$ cat config.mk
export PLATFORM = sky130hd
export DESIGN_NAME = systolic_skew_buffer
export DESIGN_NICKNAME = d
export VERILOG_FILES = /design/src/rtl/systolic_setup_pkg.sv /design/src/rtl/skew_lane.sv /design/src/rtl/systolic_skew_buffer.sv
export SDC_FILE = /design/constraint.sdc
export NUM_CORES = 1
export LEC_CHECK = 0
export CAP_MARGIN = 20
export CORE_AREA = 2 2 134 266
export CTS_CLUSTER_DIAMETER = 120
export DETAILED_ROUTE_END_ITERATION = 16
export DIE_AREA = 0 0 136 268
export GPL_ROUTABILITY_DRIVEN = 0
export HOLD_SLACK_MARGIN = 0.03
export MAX_ROUTING_LAYER = met4
export PLACE_DENSITY = 0.63
export SLEW_MARGIN = 10
export SYNTH_ARGS = -nofsm -noshare
export SYNTH_HDL_FRONTEND = slang
export SYNTH_SLANG_ARGS = --single-unit
$ cat constraint.sdc
create_clock -name CLK -period 1.8 [get_ports CLK]
set_input_delay 0.18 -clock CLK [delete_from_list [all_inputs] [get_ports CLK]]
set_output_delay 0.18 -clock CLK [all_outputs]
set_load 0.02 [all_outputs]
$ cat src/rtl/systolic_setup_pkg.sv
// Shared types and lane-depth rule for the systolic data-setup path.
// Used by the skew buffer top and its per-lane delay lines.
package systolic_setup_pkg;

    typedef enum logic {
        SKEW_MODE   = 1'b0,
        DESKEW_MODE = 1'b1
    } skew_mode_e;

    typedef enum logic [1:0] {
        IDLE   = 2'd0,
        ACTIVE = 2'd1,
        DRAIN  = 2'd2
    } drain_state_e;

    // Skew pushes operands onto a diagonal; de-skew undoes exactly that diagonal.
    function automatic int lane_depth(input int k, input int n, input skew_mode_e mode);
        return (mode == SKEW_MODE) ? (k + 1) : (n - k);
    endfunction

endpackage

$ cat src/rtl/skew_lane.sv
// Purpose: single-lane (data, valid) delay line of DEPTH registers.
// Latency: DEPTH advancing (EN=1) cycles from ins_* to out_*.
// Backpressure: none inside the lane; EN=0 freezes every stage.
module skew_lane #(
    parameter int DEPTH      = 1,
    parameter int DATA_WIDTH = 32
) (
    input  logic                         CLK,
    input  logic                         ASYNC_RST,
    input  logic                         SYNC_RST,
    input  logic                         EN,
    input  logic                         ins_vld,
    input  logic signed [DATA_WIDTH-1:0] ins_dat,
    output logic                         out_vld,
    output logic signed [DATA_WIDTH-1:0] out_dat
);

    logic signed [DATA_WIDTH-1:0] dat_q [DEPTH];
    logic        [DEPTH-1:0]      vld_q;

    always_ff @(posedge CLK or negedge ASYNC_RST) begin
        if (!ASYNC_RST) begin
            vld_q <= '0;
            for (int i = 0; i < DEPTH; i++) dat_q[i] <= '0;
        end else if (SYNC_RST) begin
            vld_q <= '0;
            for (int i = 0; i < DEPTH; i++) dat_q[i] <= '0;
        end else if (EN) begin
            vld_q[0] <= ins_vld;
            dat_q[0] <= ins_dat;
            for (int i = 1; i < DEPTH; i++) begin
                vld_q[i] <= vld_q[i-1];
                dat_q[i] <= dat_q[i-1];
            end
        end
    end

    assign out_vld = vld_q[DEPTH-1];
    assign out_dat = dat_q[DEPTH-1];

endmodule

$ cat src/rtl/systolic_skew_buffer.sv
// Purpose: per-lane skew/de-skew of a vector feeding the PE array, with tile drain FSM.
// Latency: lane k = lane_depth(k) advancing cycles; outputs registered, no input-to-output path.
// Backpressure: In_Ready drops only while draining; EN=0 stalls every register in place.
module systolic_skew_buffer
    import systolic_setup_pkg::*;
#(
    parameter int         N_LANES    = 4,
    parameter int         DATA_WIDTH = 32,
    parameter skew_mode_e MODE       = SKEW_MODE
) (
    input  logic                          CLK,
    input  logic                          ASYNC_RST,
    input  logic                          SYNC_RST,
    input  logic                          EN,
    input  logic                          In_Valid,
    output logic                          In_Ready,
    input  logic [N_LANES*DATA_WIDTH-1:0] In_Data,
    input  logic                          Drain,
    output logic [N_LANES*DATA_WIDTH-1:0] Out_Data,
    output logic [N_LANES-1:0]            Out_Valid,
    output logic                          Busy,
    output logic                          Drain_Done
);

    localparam int            CW       = $clog2(N_LANES + 1);
    localparam logic [CW-1:0] CNT_LOAD = CW'(N_LANES);
    localparam logic [CW-1:0] CNT_ONE  = CW'(1);
    localparam logic [CW-1:0] CNT_TWO  = CW'(2);

    drain_state_e  state;
    logic [CW-1:0] cnt;
    logic          done_q;
    logic          accept;

    assign In_Ready   = (state != DRAIN);
    assign Busy       = (state != IDLE);
    assign Drain_Done = done_q;
    assign accept     = EN & In_Valid & In_Ready;

    // Rejected beats insert zero, so every invalid register already holds 0.
    for (genvar k = 0; k < N_LANES; k++) begin : g_lane
        localparam int D = lane_depth(k, N_LANES, MODE);
        logic signed [DATA_WIDTH-1:0] ins_dat;

        assign ins_dat = accept ? In_Data[k*DATA_WIDTH +: DATA_WIDTH] : '0;

        skew_lane #(
            .DEPTH      (D),
            .DATA_WIDTH (DATA_WIDTH)
        ) u_lane (
            .CLK       (CLK),
            .ASYNC_RST (ASYNC_RST),
            .SYNC_RST  (SYNC_RST),
            .EN        (EN),
            .ins_vld   (accept),
            .ins_dat   (ins_dat),
            .out_vld   (Out_Valid[k]),
            .out_dat   (Out_Data[k*DATA_WIDTH +: DATA_WIDTH])
        );
    end

    // Drain_Done is set one advance early so it coincides with the last DRAIN cycle,
    // when the deepest lane presents the final accepted beat.
    always_ff @(posedge CLK or negedge ASYNC_RST) begin
        if (!ASYNC_RST) begin
            state  <= IDLE;
            cnt    <= '0;
            done_q <= 1'b0;
        end else if (SYNC_RST) begin
            state  <= IDLE;
            cnt    <= '0;
            done_q <= 1'b0;
        end else begin
            done_q <= 1'b0;
            if (EN) begin
                case (state)
                    IDLE: begin
                        if (Drain)  done_q <= 1'b1;
                        if (accept) state  <= ACTIVE;
                    end
                    ACTIVE: begin
                        if (Drain) begin
                            state  <= DRAIN;
                            cnt    <= CNT_LOAD;
                            done_q <= (N_LANES == 1);
                        end
                    end
                    DRAIN: begin
                        if (cnt == CNT_ONE) begin
                            state <= IDLE;
                            cnt   <= '0;
                        end else begin
                            cnt    <= cnt - CNT_ONE;
                            done_q <= (cnt == CNT_TWO);
                        end
                    end
                    default: begin
                        state <= IDLE;
                        cnt   <= '0;
                    end
                endcase
            end
        end
    end

endmodule

# Word level (Yosys, flattened, before mapping)
# Index checks and enable logic that the tools add are counted.
# word_totals
out_inout_bits	135
mem_count	0
latchBits	0
ff_bits	336
ram_bits	0
word_cells	70
mem_bits_ro	0
# op_classes
reduce_logical	5
shift	0
bitwise_logic	2
n_div	0
eq_ne	9
n_mux	36
n_addsub	1
order_cmp	0
n_mul	0
# ops
op	n
$mux 128	2
$mux 32	6
$mux 96	2
$mux 64	2
$mux 3	6
$mux 2	7
$ne 3x3->1 const B	3
$pmux 3 s3	1
$mux 4	2
$mux 1	6
$pmux 2 s3	1
$ne 2x2->1 const B	2
$reduce_and 4->1	1
$reduce_bool 2->1	2
$eq 3x1->1 const B	1
$eq 3x2->1 const B	1
$reduce_and 3->1	1
$sub 3x1->3 const B	1
$and 1x1->1	2
$eq 2x1->1 const B	1
$eq 2x2->1 const B	1
$logic_not 2->1	1
$pmux 1 s2	1

# Longest topological paths before layout
# depth
depth_word	6
depth_mapped	7
depth_no_buf	6

# Modules after synthesis
# A second synthesis with hierarchy kept.
# unflattened
hier_cells	1351
area_unflattened_um2	15509.9
# by_module_without_submodules
module	n_inst	area_per_inst_um2	seq_area_each_um2	cells_per_inst
skew_lane (g_lane[3].u_lane)	1	5600.4	3303.2	458
skew_lane (g_lane[2].u_lane)	1	4219.0	2477.4	351
skew_lane (g_lane[1].u_lane)	1	2957.8	1651.6	245
skew_lane (g_lane[0].u_lane)	1	1367.6	825.8	107
systolic_skew_buffer	1	1365.1	150.1	190

# Worst setup path before layout
# Ideal clock, no wire load.
# synth_timing
kind	reg-to-reg
start	register state[0]
end	register g_lane[1].u_lane.dat_q[44] (netlist bit)
period_less_slack_ps	1551
path_stages_with_launch	8
setup_slack_ps	249
arrival_time_ps	1430
required_ps	1679
path_cell_list	dfrtp_1 > inv_1 > ha_1 > inv_1 > and3_1 > buf_4 > buf_6 > a22o_1
# synth_via
elab_chain_cells	5
# synth_lines
element	line	rtl
from (decl)	systolic_skew_buffer.sv:30	drain_state_e state;
from (signal assigned)	systolic_skew_buffer.sv:66	state <= IDLE;
from (signal assigned)	systolic_skew_buffer.sv:70	state <= IDLE;
from (signal assigned)	systolic_skew_buffer.sv:79	if (accept) state <= ACTIVE;
$ne 2x2->1	systolic_skew_buffer.sv:35	assign In_Ready = (state != DRAIN);
net In_Ready	systolic_skew_buffer.sv:16	output logic In_Ready,
$and 1x1->1	systolic_skew_buffer.sv:38	assign accept = EN & In_Valid & In_Ready;
$mux 32	systolic_skew_buffer.sv:45	assign ins_dat = accept ? In_Data[k*DATA_WIDTH +: DATA_WIDTH] : '0;
$mux 64	skew_lane.sv:28	end else if (EN) begin
$mux 64	skew_lane.sv:25	end else if (SYNC_RST) begin
to (signal, indexed assignment)	skew_lane.sv:33	dat_q[i] <= dat_q[i-1];
to (decl)	skew_lane.sv:18	logic signed [DATA_WIDTH-1:0] dat_q [DEPTH];
# The timed path passes the listed nets, and every way through them passes these cells. The select of a mux whose other input is x is not followed.
# A chain may end at the register's enable or synchronous reset.

# Worst setup path in the final report
# layout_timing
start	register g_lane[2].u_lane.dat_q, in the netlist g_lane[2].u_lane.out_dat[5]
end	output Out_Data[69]
# layout_rtl
element	line	rtl
from (decl)	skew_lane.sv:18	
from (signal, indexed assignment)	skew_lane.sv:33	
to (decl)	systolic_skew_buffer.sv:19	output logic [N_LANES*DATA_WIDTH-1:0] Out_Data,
# No word-level cell between the ends.

==> run summary <==
In this run, synthesis produced a sequential element count of 330. The later pin in the worst-skew pair is clocked with a latency of 0.56 ns. The run gives 0.00826 µW as the leakage component of the power.

The most instantiated flip-flop cell in the synthesis netlist was dfrtp_1. Category of the critical setup timing path: reg -> out. The initial antenna violation count came out at 3. In this run the clock root is driven by a clkbuf_16. The layer with the highest usage after global routing is met2. On the critical path the largest part of the delay comes from buffers and inverters. The floorplan has 96 rows. After routing the design area is 17,000 µm².

The count of final hold-check violations was 0. The remaining global-route overflow came out at 0. For this run, the post-layout net count is 1,357.

The run gives 0.714 mV as the worst-case vdd ir drop. The share of total power in the clock network was 0.424. The core utilization of the finished layout was 0.495.

The tools report the detailed router's first-iteration violation count as 421. Derived from the worst setup path, the maximum achievable clock frequency is 566 MHz. The biggest fanout along the worst timing path is 2, and the number of setup buffers added after CTS is 0. Share of the clock period used by the worst path after layout: 0.982.

The path class of the tightest hold or removal check is in -> async. The run finished with clean final reports. The detail route stage leaves a number of antenna-violating nets equal to 0. The fraction of final layout cells sized beyond drive strength 1 works out to 0.0614. The sequential cell area fraction in the yosys report was 0.608; the number of buffers created by CTS was 29.

By area the synthesized netlist is led by dfrtp_1 61%, mux2i_1 14%, a22o_1 8.3%. Summing every instance area after synthesis gives 13,600 µm². The nature of the critical path startpoint is a flip-flop.

The clock transition at the registers of the reported paths is 0.07 ns, and the number of cells on the worst reg-to-reg path is 6. After synthesis, the mean cell area works out to 12.8 µm². The wire length of the first global-routing pass is 48,400 µm, and the count of distinct cell types in the synthesized netlist is 26. Data on the critical path arrives at its endpoint at 1.59 ns.

For the worst max-slew margin expressed relative to the limit, the log shows 0.614. The die extent in y came out at 268 µm. The via density per instance is 4.93, and the area overhead of the layout relative to synthesis is 25.2%. The longest clock path from root to sink contains 3 buffers. The tree built by TritonCTS fans out to 330 sinks. The via count of the first global-routing pass is 8,748, and the delay of the slowest cell on the worst path is 0.67 ns. The cell type contributing the most total cell area after synthesis is dfrtp_1. The final-report max-slew violation count is 0, and the cell depth of the worst setup path is 1.

The combinational group share of total power is 0.084. The run gives 15,900 µm² as the cell area reported after detailed placement. The area enclosed by the die boundary came out at 36,400 µm². For the number of search-and-repair iterations in the first detailed-routing pass, the log shows 4. Max-cap violations in this run came to 0.

The run gives 0 as the number of synthesis warnings. The number of placed instances with taps included was 1,622; the starting density of the core was 0.395. The design draws 15,600 µW. The quantity of I/O buffers inserted on ports works out to 268. The synthesized instance count is 1,063, and the met2 layer usage reported by global route is 0.295. Dividing the detail-routed wire length by the instance count gives 17.9 µm. The final layout contains routed wiring with a total length of 30,100 µm.

Yosys mapped a number of flops with a built-in enable equal to 0. At the worst endpoint, the required time is 1.62 ns. The logs give 0 for the DRC violation count after routing and 0.0679 ns for the worst-case hold slack.

On the critical path, the stage with the largest delay is an instance of clkdlybuf4s50_1. The worst clock skew on the final layout was 0.0243 ns. The number of placed I/O pins was 269. After floorplanning, the core was sized to cover 34,400 µm². The area share of the largest cell type after synthesis was 0.608.

The HPWL after detailed placement is 19,700 µm. For this design the total switching power over the nets is 3490 µW. The type of element capturing the critical path was an output port. In this run the power density over the cells is 919 nW/µm². For the met3 track demand over resource in global routing, the log shows 0.0264.

The signal on the critical path passes through clkdlybuf4s50_1. Setup violations remaining at the end of the flow were counted as 0. The net count of the mapped netlist was 1,204; the switching share of total power was 0.224.

The total number of vias is 8,292, and the design internal power is 12,100 µW. Entering global routing, the biggest net connects 108 pins. The async set-reset flop share out of synthesis was 1.00; the total global routing track utilization was 0.172. The tools report the met1 track demand over resource as 0.206. TritonCTS built the clock tree.

The run gives 0.492 as the proportion of power drawn by flip-flops and latches. The minimum period implied by the final worst setup slack is 1.77 ns. The die width was 136 µm; the pin slew with the least headroom to its limit was 0.579 ns. The count of placed standard cells in the final layout, fillers left out was 1,682. The maximum level of the CTS H-tree was 1. The number of buffers and inverters on the critical path came out at 1.
layout by cell type, fill, tap and decap left out, types with 2 or more instances in the layout:
cell type        synthesis  routed
dfrtp_1                330     330
clkdlybuf4s50_1          0     258
mux2i_1                196     196
nor2_1                 197     196
a22o_1                 128     128
clkbuf_16                0      29
buf_12                   0      13
buf_4                  119      10
ha_1                     7       7
inv_1                    6       6
clkinv_2                 0       6
clkbuf_1                 8       6
clkbuf_8                 0       5
bufinv_16                0       5
nor3_1                   4       4
dlygate4sd3_1            0       4
dlygate4sd2_1            0       4
diode_2                  0       3
nor2b_1                  3       3
nand2b_1                 3       3
nand2_1                  2       2
a21o_1                   2       2
a21oi_1                  2       2
o21ai_0                  2       2
buf_8                    0       2
what timing repair did:
item | CTS | global route
cloned | 0 | 0
setup endpoints to repair | 6 | 2
gates resized for setup | 12 | 2
pin swaps | 0 | 0
hold buffers | 4 | 0
endpoints found under the hold margin | 242 | 0
cell type report:
type / count / area (µm²)
diodes: 3 / 7.51
fillers: 3117 / 17400
multi-input cells: 555 / 4080
repair buffers: 294 / 3050
inverters: 6 / 22.5
clock buffers: 40 / 817
well taps: 441 / 552
flip-flops and latches: 330 / 8260
clock inverters: 13 / 198
final timing paths:
| check | start | end | slack, ns |
|---|---|---|---|
| min in group CLK | In_Data[35] | g_lane[1].u_lane.dat_q[35] | 0.21 |
| hold / removal | ASYNC_RST | g_lane[1].u_lane.out_dat[11] | 0.07 |
| setup / recovery | g_lane[2].u_lane.out_dat[5] | Out_Data[69] | 0.03 |
| max in group asynchronous | ASYNC_RST | g_lane[3].u_lane.dat_q[70] | 0.96 |
| setup reg to reg | state[0] | g_lane[1].u_lane.dat_q[39] | 0.21 |
| hold reg to reg | g_lane[0].u_lane.out_dat[7] | g_lane[0].u_lane.out_dat[7] | 0.50 |
per-stage QoR:
step	setup slack, ns	TNS (ns)
2_1_floorplan	0.249	0
3_3_place_gp	0.224	0
3_5_place_dp	0.205	0
4_1_cts	0.00100	0
5_1_grt	-0.00753	-0.00753
6_report	0.0318	0
kinds of logic (layout without fill, tap and decap cells):
kind of cell	Yosys count	count (layout)	synth area share
buffers and inverters	178	353	0.0918
AOI/OAI and AO/OA	139	139	0.0878
and+or+nand+nor	213	213	0.0610
other	0	3	0
muxes	196	196	0.145
DFF	330	330	0.608
adders and majority gates	7	7	0.00645
sequential cells by signal, indices dropped and copies added (netlist names):
| register | count |
|---|---|
| Drain_Done | 1 |
| cnt | 3 |
| g_lane.u_lane.dat_q | 192 |
| g_lane.u_lane.out_dat | 128 |
| g_lane.u_lane.vld_q | 4 |
| state | 2 |
synth_stat cells, drive strengths merged (2+ instances only):
cell type  number
a21o            2
a21oi           2
a22o          128
buf           164
clkbuf          8
dfrtp         330
ha              7
inv             6
mux2i         196
nand2           2
nand2b          3
nor2          197
nor2b           3
nor3            4
o21ai           2
layer usage:
layer / wire, µm / vias to the layer above / share of wire
met5: 0 / - / 0
met4: 770 / 0 / 0.026
met3: 1370 / 44 / 0.046
met2: 15800 / 195 / 0.52
met1: 12200 / 4188 / 0.40
li1: - / 3865 / -
power groups by stage:
stage | Clock [µW] | Sequential, µW | Combinational (µW)
floorplan | 0 | 7840 | 627
global placement | 0 | 7820 | 1320
detailed placement | 0 | 7830 | 1330
CTS | 6830 | 7690 | 1340
global route | 7090 | 7700 | 1430
finish | 6610 | 7690 | 1310
No activity file was read; power rests on OpenSTA's default activity.
==> RTL change 1: new RTL, same flow settings <==
Reset style: synchronous (`ASYNC_RST`), changed in 2 clocked blocks.
--- a/src/rtl/skew_lane.sv
+++ b/src/rtl/skew_lane.sv
@@ -19,5 +19,5 @@
     logic        [DEPTH-1:0]      vld_q;
 
-    always_ff @(posedge CLK or negedge ASYNC_RST) begin
+    always_ff @(posedge CLK) begin
         if (!ASYNC_RST) begin
             vld_q <= '0;
--- a/src/rtl/systolic_skew_buffer.sv
+++ b/src/rtl/systolic_skew_buffer.sv
@@ -62,5 +62,5 @@
     // Drain_Done is set one advance early so it coincides with the last DRAIN cycle,
     // when the deepest lane presents the final accepted beat.
-    always_ff @(posedge CLK or negedge ASYNC_RST) begin
+    always_ff @(posedge CLK) begin
         if (!ASYNC_RST) begin
             state  <= IDLE;
Check against the original RTL: differs if ASYNC_RST is asserted again (counterexample within 4 cycles, from zero or initial values and one cycle with ASYNC_RST low); with ASYNC_RST held inactive, the same outputs for 4 cycles.
==> RTL change 1 against the unedited design <==
Total power increased by 2.8%. Utilization decreased by 0.65 points. Global-route usage decreased by 2.6 points. Wire length decreased by 12%. Sequential cell count unchanged. Area after synthesis decreased by 5.0%. Clock power decreased by 6.1%. Hold slack improved by 88 ps. Die area unchanged. Setup slack improved by 21 ps. Count of clock-buffer cells in the layout decreased by 3. Design area decreased by 1.3%. Largest cell class unchanged.
==> RTL change 1: results (changes against the unedited design) <==
- Status: complete, no violations
- Synth top area cells: edfxtp_1, and3_1, dfxtp_1
- Fill cells: 3035 (-2.6%)
- Synthesis-to-layout area growth: 30.1%
- DR WL/cell: 17.4 µm (-3.0%)
- Reg2reg end: g_lane[3].u_lane.dat_q[0][27]$_SDFFCE_PN0P_
- Top_reg_cell synth: edfxtp_1
- Hpwl dp: 17.5 mm (-11%)
- CP endpoint: Out_Data[19]
- Vias per inst: 4.63 (-6.2%)
- Synth cell types: 30 (+15%)
- Critical Path AT: 1570 ps (-20 ps)
- Sequential fraction of the synthesis area: 73.6% (+13 points)
- Area after DPL: 15800 µm² (-1.1%)
- Least-Margin Pin Slew: 576 ps (-3.83 ps)
- Worst R2R Start: state[0]$_SDFFE_PP0P_
- DR pass1 iterations: 6 (+2)
- Final nets: 1205 (-11%)
- Syn Nets: 1005 (-17%)
- Worst reg2reg setup slack: 100 ps (-110 ps)
- Critical-path maximum fanout: 1 (-1)
- Number of global-route vias before repair: 7287 (-17%)
- GR Util All Layers: 14.6% (-2.6 points)
- Reg2reg path depth: 7 (+1)
- DRT iter0 DRCs: 456 (+8.3%)
- Hold crit path type: in -> reg
RTL change 1: per-stage QoR:
step | cells | worst slack, ps
detailed placement | 1472 | -52.8
finish | 1531 | 52.4
CTS | 1525 | -11.9
global route | 1531 | 1.35
global placement | 1472 | -11.0
floorplan | 864 | 4.45
RTL change 1: cell families after synthesis:
kind of cell | after synthesis | share of synthesized area, %
simple gates | 345 | 16.1
flops | 330 | 73.6
buf+inv | 135 | 6.13
mux | 37 | 2.88
compound gates | 10 | 0.621
fa+ha+maj | 7 | 0.679
RTL change 1: worst min-delay path by stage:
| stage | depth (start not counted) | endpoint | slack (ps) |
|---|---|---|---|
| after global routing | 4 | g_lane[2].u_lane.vld_q[0]$_SDFFE_PP0P_ | 150 |
| after detailed placement | 2 | g_lane[3].u_lane.dat_q[2][2]$_SDFFE_PP0P_ | 470 |
| final | 4 | g_lane[2].u_lane.vld_q[0]$_SDFFE_PP0P_ | 160 |
| after floorplan | 2 | Drain_Done$_SDFF_PP0_ | 360 |
| after CTS | 4 | g_lane[2].u_lane.vld_q[0]$_SDFFE_PP0P_ | 130 |
| after global placement | 2 | g_lane[3].u_lane.dat_q[2][1]$_SDFFE_PP0P_ | 460 |
RTL change 1: cell type report:
type                       count  share of cell area [%]
sequential                   330                    56.6
timing repair buffer         296                    18.4
multi-input combinational    399                    15.8
clock buffer                  37                    4.63
tap                          441                    3.29
clock inverter                16                    1.01
inverter                       8                   0.179
antenna                        4                  0.0597
RTL change 1: per-layer routing:
metal | GRT usage, % | share of wire, %
met4 | 6.28 | 3.7
met1 | 15.8 | 37
met2 | 25.9 | 54
met3 | 2.74 | 5.8
met5 | - | 0
RTL change 1: power by group:
group	internal (µW)	switching, µW	total, µW
sequential	8580	81.5	8660
clock	3490	2710	6210
combinational	602	573	1170
==> RTL change 2: new RTL, same settings <==
Made on the original files. Change the parameter `N_LANES` from 4 to 2.
--- a/src/rtl/systolic_skew_buffer.sv
+++ b/src/rtl/systolic_skew_buffer.sv
@@ -5,5 +5,5 @@
     import systolic_setup_pkg::*;
 #(
-    parameter int         N_LANES    = 4,
+    parameter int         N_LANES    = 2,
     parameter int         DATA_WIDTH = 32,
     parameter skew_mode_e MODE       = SKEW_MODE
Ports: changed (resized In_Data, Out_Data and Out_Valid); port bits go from 269 to 139. No check against the original RTL was run, so the function may have changed too.
==> RTL change 2 against the unedited design <==
Via count down 66%. Sequential cell count shrank 227. Total power fell by 67%. First-iteration DRC count is 75% lower. Setup slack better by 67 ps. Wire length decreased by 60%. Design area decreased by 63%. Clock power shrank 68%. Combinational power decreased by 49%. Sequential power down 68%. Area after synthesis is 69% lower. Register-to-register slack improved by 20 ps. Critical path type unchanged. Largest cell class unchanged. Highest routed layer unchanged.
==> RTL change 2: results (changes against the unedited design) <==
- Critical Path AT: 1520 ps (-70 ps)
- Sequential fraction of the synthesis area: 60.4% (-0.46 points)
- Final nets: 508 (-63%)
- Final wirelength: 11.9 mm (-60%)
- Peak VDD IR: 416 µV (-42%)
- Hpwl dp: 8.50 mm (-57%)
- CP endpoint: Busy
- Clk slew on worst S/H paths: 70 ps (about the same)
- Via count: 2852 (-66%)
- Clock buffer depth: 2 (-1)
- Layout cells sized above 1: 8.26% (+2.1 points)
- Max reg flops: 64 (-67%)
- Normalized max-slew margin: 69.6% (+8.2 points)
- Net Sw Frac: 24.4% (+2.0 points)
- Commonest cells post-synth: dfrtp_1, a22o_1, mux2i_1
- Critical path startpoint: state[0]$_DFFE_PN0P_
- Largest net degree at the start of global routing: 42 (-61%)
- Worst skew pair latency: 360 ps (-200 ps)
- Synth top area cells: dfrtp_1, a22o_1, mux2i_1
- Htree depth: 3 (+2)
- Reg2reg path depth: 5 (-1)
- First-pass GRT wire length: 17.7 mm (-63%)
- Worst reg2reg setup slack: 230 ps (+20 ps)
- Synth cell types: 21 (-19%)
- Skew final: 6.03 ps (-18.3 ps)
- Number of global-route vias before repair: 3066 (-65%)
- CTS Buf Count: 9 (-69%)
- Syn Area/Cell: 13.1 µm² (+2.9%)
- DRT iter0 DRCs: 104 (-75%)
- Placed Instances: 860 (-47%)
- Lkg Pwr: 0.00275 µW (-67%)
- Compound-Gate Fraction of Synth Area: 14.0% (+5.2 points)
- Status: complete, no violations
- Post-Synth Adder-Cell Area: 2.05% (+1.4 points)
- Area after DPL: 5950 µm² (-63%)
- GR Util All Layers: 6.86% (-10 points)
- Port-buffer cells: 138 (-49%)
- Reg2reg end: g_lane[0].u_lane.out_dat[7]$_DFFE_PN0P_
- Hold crit path type: in -> reg
- Syn Nets: 402 (-67%)
- Mux share of post-synthesis cell area: 8.68% (-5.8 points)
- Critical-path maximum fanout: 4 (+2)
[RTL change 2: cells by family after synthesis]
kind of cell             Yosys count
AO/OA/AOI/OAI                     69
buffers and inverters             62
adder cells (fa/ha/maj)            7
AND/OR/NAND/NOR                   47
flip-flops                       103
multiplexers                      37
[RTL change 2: worst max-delay path: stages (launching register included)]
cell	delay, ps
dfrtp_1	400
inv_1	100
ha_1	230
inv_1	80
clkdlybuf4s15_1	340
[RTL change 2: per-layer routing]
metal / track usage, % / share of wire (%)
met1: 6.82 / 39
met4: 3.60 / 3.1
met2: 11.4 / 52
met5: - / 0
met3: 2.79 / 6.7
[RTL change 2: layout make-up]
cell class | count | area (µm²)
timing repair buffer | 151 | 1510
inverter | 6 | 22.5
antenna | 1 | 2.50
multi-input combinational | 160 | 1290
clock buffer | 9 | 225
sequential | 103 | 2580
fill | 3816 | 28100
clock inverter | 7 | 87.6
tap | 441 | 552
[RTL change 2: worst min-delay path by stage]
| stage | from | to | slack [ps] | cells past startpoint |
|---|---|---|---|---|
| 2_1_floorplan | ASYNC_RST | Drain_Done$_DFF_PN0_ | -120 | 0 |
| 3_3_place_gp | ASYNC_RST | g_lane[1].u_lane.dat_q[48]$_DFFE_PN0P_ | 150 | 1 |
| 3_5_place_dp | ASYNC_RST | g_lane[1].u_lane.out_dat[16]$_DFFE_PN0P_ | 160 | 1 |
| 4_1_cts | SYNC_RST | Drain_Done$_DFF_PN0_ | 180 | 2 |
| 5_1_grt | SYNC_RST | Drain_Done$_DFF_PN0_ | 210 | 2 |
| 6_report | SYNC_RST | Drain_Done$_DFF_PN0_ | 210 | 2 |
[RTL change 2: stage by stage]
step                util (%)  hold slack [ps]  power (µW)  setup slack (ps)
floorplan                  -             -116        2780               276
global placement        17.3              151        3160               147
detailed placement      17.3              157        3170               131
CTS                     18.3              177        5360              6.84
global route            18.2              212        5490              6.63
finish                  18.2              206        5210              98.7
[RTL change 2: timing repair]
| item | CTS | global route |
|---|---|---|
| gates resized for setup | 4 | 2 |
| hold buffers | 1 | 0 |
| hold endpoints to repair | 24 | 0 |
| setup endpoints to repair | 2 | 2 |
| gates cloned | 0 | 0 |
| setup buffers | 0 | 0 |
[RTL change 2: power by group through the flow]
stage	Clock (µW)	Combinational (µW)	Sequential, µW
after CTS	2230	685	2440
after detailed placement	0	685	2480
after floorplan	0	271	2510
after global routing	2320	723	2450
final	2110	665	2440
after global placement	0	678	2480
